[config.mk]
export PLATFORM = sky130hd
export DESIGN_NAME = crc32_eth_word
export DESIGN_NICKNAME = d
export VERILOG_FILES = /design/src/rtl/crc32_eth_pkg.sv /design/src/rtl/crc32_next_comb.sv /design/src/rtl/crc32_eth_word.sv
export SDC_FILE = /design/constraint.sdc
export NUM_CORES = 1
export LEC_CHECK = 0
export ABC_AREA = 1
export ABC_CLOCK_PERIOD_IN_PS = 3000
export CORE_ASPECT_RATIO = 0.75
export CORE_MARGIN = 2
export CORE_UTILIZATION = 45
export CTS_CLUSTER_SIZE = 16
export DETAILED_ROUTE_END_ITERATION = 8
export HOLD_SLACK_MARGIN = 0.05
export PLACE_DENSITY = 0.65
export SLEW_MARGIN = 20
export SYNTH_ARGS = -nofsm -noshare
export SYNTH_HDL_FRONTEND = slang
export SYNTH_SLANG_ARGS = --single-unit
[constraint.sdc]
create_clock -name clk -period 3 [get_ports clk]
set_input_delay 0.6 -clock clk [delete_from_list [all_inputs] [get_ports clk]]
set_output_delay 0.6 -clock clk [all_outputs]
set_load 0.005 [all_outputs]
[src/rtl/crc32_eth_pkg.sv]
// ============================================================================
// Module   : crc32_eth_pkg
// Summary  : Shared CRC-32 types, constants and the bit-serial next-state function
// Revision : 1.0
// ============================================================================
`default_nettype none

package crc32_eth_pkg;

    localparam logic [31:0] CRC32_POLY = 32'h04C11DB7;
    localparam logic [31:0] CRC32_INIT = 32'hFFFFFFFF;

    typedef logic [31:0] crc32_t;

    // MSB-first absorption: d[31] enters the LFSR first.
    function automatic crc32_t crc32_next(crc32_t s, crc32_t d, crc32_t poly);
        crc32_t c;
        logic   fb;
        c = s;
        for (int k = 0; k < 32; k++) begin
            fb = c[31] ^ d[31-k];
            c  = {c[30:0], 1'b0};
            if (fb) begin
                c = c ^ poly;
            end
        end
        return c;
    endfunction

endpackage

`default_nettype wire

[src/rtl/crc32_next_comb.sv]
// ============================================================================
// Module   : crc32_next_comb
// Summary  : Single-cycle combinational CRC-32 next-state XOR network
// Revision : 1.0
// ============================================================================
`default_nettype none

module crc32_next_comb
    import crc32_eth_pkg::*;
#(
    parameter logic [31:0] POLY = CRC32_POLY
) (
    input  logic [31:0] s,
    input  logic [31:0] d,
    output logic [31:0] nxt
);

    // One stage per absorbed bit; each stage reads its predecessor's output.
    for (genvar k = 0; k < 32; k++) begin : g_stage
        logic [31:0] w_in;
        logic [31:0] w_out;
        logic        w_fb;

        if (k == 0) begin : g_first
            assign w_in = s;
        end else begin : g_rest
            assign w_in = g_stage[k-1].w_out;
        end

        assign w_fb  = w_in[31] ^ d[31-k];
        assign w_out = {w_in[30:0], 1'b0} ^ (POLY & {32{w_fb}});
    end

    assign nxt = g_stage[31].w_out;

endmodule

`default_nettype wire

[src/rtl/crc32_eth_word.sv]
// ============================================================================
// Module   : crc32_eth_word
// Summary  : Word-parallel Ethernet CRC-32 accumulator exposing the raw LFSR state
// Revision : 1.0
// ============================================================================
`default_nettype none

module crc32_eth_word
    import crc32_eth_pkg::*;
#(
    parameter logic [31:0] POLY = CRC32_POLY,
    parameter logic [31:0] INIT = CRC32_INIT
) (
    input  logic        clk,
    input  logic        rst,
    input  logic [31:0] in,
    output logic [31:0] dat_out
);

    crc32_t state_q;
    crc32_t state_d;

    crc32_next_comb #(
        .POLY (POLY)
    ) u_next (
        .s   (state_q),
        .d   (in),
        .nxt (state_d)
    );

    // No enable: every edge out of reset consumes a word.
    always_ff @(posedge clk or posedge rst) begin
        if (rst) begin
            state_q <= INIT;
        end else begin
            state_q <= state_d;
        end
    end

    assign dat_out = state_q;

endmodule

`default_nettype wire

==> results.txt <==
----------------------------------------------------
[Worst setup path]
  Required time at the endpoint of the critical path ... 3.20 ns
  Data arrival time of the critical path ... about 3.5 ns
  Path type of the worst setup path ... in2reg
  Longest individual stage delay on the worst path ... between 0.2 and 0.25 ns
  Top fanout value on the critical path ... 7
  Count of cells along the worst register-to-register path ... 23
  Most numerous cell on the critical path ... sky130_fd_sc_hd__nand2_2
  Critical-path cell list ... clkdlybuf4s15_2 > inv_2 > nand2_1 > nand2_4 > nand2_2 > nand2_4 > buf_4 > nand2_1 > nand2_2 > nand2_1 > nand3_4 > buf_6 > nand3_2 > nand3_1 > nand2_2 > nand2_2 > nand2_2 > buf_4 > buf_4 > xor2_2 > buf_6 > xor2_4 > xor2_1
  Type of element capturing the critical path ... flip-flop
  Startpoint Class ... primary input
  Crit-path slowest cell ... sky130_fd_sc_hd__clkdlybuf4s15_2

[Synth]
  Most used standard cell by instance count after synthesis ... sky130_fd_sc_hd__nand2_1
  Post-synth EDFFs ... 0
  Area share of the leading cell type in the synthesized netlist ... 0.234
  Post-synth cell types ... 28
  Async set-or-reset flop fraction in the synthesized netlist ... 1.00
  Sequential cell area fraction in the yosys report ... 0.139
  Number of warnings printed during yosys synthesis ... 0
  Most used flip-flop cell after synthesis ... sky130_fd_sc_hd__dfstp_2
  Ranking of synthesized cells by area ... sky130_fd_sc_hd__nand2_1 23%, sky130_fd_sc_hd__xor2_1 15%, sky130_fd_sc_hd__dfstp_2 14%
  Post-Synthesis Cell Area ... just over 6000 µm²
  Synthesized area per cell ... about 6.3 µm²
  Most instantiated cells after synthesis ... 379 x sky130_fd_sc_hd__nand2_1, 111 x sky130_fd_sc_hd__nand3_1, 104 x sky130_fd_sc_hd__xor2_1
  Area leader, netlist ... sky130_fd_sc_hd__nand2_1
  Syn Inst Count ... a little under 1k
  Flip-flop and latch count after synthesis ... 32
  Net Count, Synth ... about 1000

[Layout]
  Number of antenna cells inserted ... 0
  Post-layout utilization of the core ... 0.823
  Growth of design area from synthesis to finish ... 77.2%
  Number of flip-flops in the largest register ... 32
  Total non-filler cell area in the finished layout ... 10800 µm²
  Share of post-route cells with drive strength above 1 ... 0.552
  Net total in the final layout ... 1302

[Status]
  Violated checks ... negative setup slack
  Result of the run ... finished with violations

[Min path]
  Worst min-delay path class ... in2async

[STA]
  RSZ-0062 raised after global routing ... true
  Final Cycle Share ... 1.10
  Hold_ws ... about 1.0 ns
  Max Clock Skew ... 0.0114 ns
  Slew Limit Fails ... 0
  Shortest period the worst path allows ... roughly 3.3 ns
  Endpoints failing setup ... 31
  Actual slew at the worst max-slew pin ... between 0.5 and 0.6 ns
  Worst-case headroom to the max-slew limit ... 0.641
  Achievable clock frequency ... slightly above 0.3 GHz
  Smallest setup slack after layout ... -0.299 ns
  Count of final hold-check violations ... 0

[Placement]
  Area of placed instances ... about 8200 µm²
  Final estimated routing congestion in global placement ... approximately 0.95
  Detailed placer's ending HPWL ... between 15000 and 20000 µm
  I/O Buffers ... 65

[Floorplanning]
  Effective utilization at floorplan ... 0.465
  Width of the chip ... between 100 and 150 µm
  Core Area ... 13100 µm²
  Row count ... 36
  Die Area ... 14400 µm²
  Y dimension of the die ... approximately 100 µm
  Top-level port count ... 66

[Run]
  Max-Cap Viols ... 0

[GRT]
  Pin count of the biggest net entering global routing ... 33
  Wire length of the first global-routing pass ... 37800 µm
  Via count of the first global-routing pass ... about 7.0k
  Global router's overall resource usage ... 0.337
  Total grt overflow ... 0
  Number of antenna violations at the first check in global routing ... 0

[Routing]
  Total wire length after detailed routing ... around 28000 µm
  Number of iterations in the first detailed-routing pass ... 7
  Number of nets with antenna violations after routing ... 0
  Routed via count ... approximately 7.6k
  Detail-routed net length per standard cell ... around 19 µm
  First-iteration detailed-routing DRC count ... between 600 and 700
  Vias per std cell ... 5.31
  Remaining design rule violation count ... 0

[Clock tree]
  Number of clock sinks seen by CTS ... 32
  CTS buffer count ... 5
  Clock Root Buffer ... sky130_fd_sc_hd__clkbuf_16
  Max Buffers Root-to-Sink ... 2
  Clock edge transition at the registers on the reported setup and hold paths ... around 0.07 ns
  Latest clock arrival within the worst-skew pair ... ~0.29 ns
  Deepest level of the CTS H-tree ... 2
  TritonCTS clock tree ... yes
  Total of hold buffers inserted after clock tree synthesis ... 0

----------------------------------------------------
critical path, delay by kind of cell:
family        cells  cell delay [ns]
simple gates     13             1.34
buf+inv           7             1.00
xor+xnor          3             0.56
layout by cell type, fill, tap and decap left out, types with 21 or more instances in the layout:
master | netlist | final
sky130_fd_sc_hd__nand2_4 | 33 | 84
sky130_fd_sc_hd__nand3_1 | 111 | 68
sky130_fd_sc_hd__buf_6 | 3 | 21
sky130_fd_sc_hd__nand3_4 | 4 | 24
sky130_fd_sc_hd__nand3_2 | 14 | 37
sky130_fd_sc_hd__buf_4 | 0 | 202
sky130_fd_sc_hd__xnor2_1 | 35 | 22
sky130_fd_sc_hd__clkdlybuf4s50_1 | 0 | 50
sky130_fd_sc_hd__nand2_8 | 1 | 21
sky130_fd_sc_hd__nand2_1 | 379 | 251
sky130_fd_sc_hd__inv_2 | 26 | 35
sky130_fd_sc_hd__nand2_2 | 86 | 143
sky130_fd_sc_hd__xor2_1 | 104 | 70
sky130_fd_sc_hd__inv_1 | 98 | 84
sky130_fd_sc_hd__xor2_2 | 5 | 32
sky130_fd_sc_hd__dfstp_2 | 32 | 32
routing by layer:
layer	share of wire	global-route usage	up-vias
met4	0.038	0.0940	0
li1	-	-	3516
met5	0	0	-
met1	0.41	0.477	3647
met3	0.093	0.0701	80
met2	0.46	0.523	404
worst paths after layout:
| path | startpoint | endpoint | slack (ns) |
|---|---|---|---|
| worst max-delay path | in[31] | dat_out[22] | -0.30 |
| worst min-delay path | rst | dat_out[4] | 1.04 |
| worst max register to register | dat_out[25] | dat_out[4] | -0.28 |
| worst min register to register | dat_out[5] | dat_out[31] | 1.41 |
| max in group asynchronous | rst | dat_out[9] | 1.92 |
| min in group clk | in[0] | dat_out[26] | 1.36 |
cell type report:
cell class / count / area, µm²
fillers: 801 / 2310
well taps: 171 / 214
flip-flops and latches: 32 / 841
inverters: 126 / 493
multi-input cells: 803 / 6440
clock buffers: 5 / 125
clock inverters: 3 / 23.8
repair buffers: 300 / 2610
metrics by stage:
stage / setup WS, ns / cells / TNS, ns
after floorplan: 0.179 / 964 / 0
after global placement: -0.823 / 1361 / -22.02
after detailed placement: -0.884 / 1361 / -23.49
after CTS: -0.0688 / 1416 / -0.677
after global routing: -0.418 / 1440 / -9.29
final: -0.299 / 1440 / -5.78
kinds of logic after synthesis:
logic type,after synthesis,share of synthesized area
DFF,32,0.139
buffers and inverters,129,0.0839
xor gates and xnor gates,150,0.238
AOI/OAI and AO/OA,1,0.00124
and+or+nand+nor,652,0.539
what timing repair did:
action                                  4_1_cts  5_1_grt
endpoints found under the setup margin       32       32
pin swaps                                   135       95
setup buffers                                47       25
gates resized for setup                     250      170
cloned                                        0        0
endpoints found under the hold margin         0        0
Power is not shown: default switching activity piles up to over one toggle a cycle in this logic, so the estimate is an artifact.
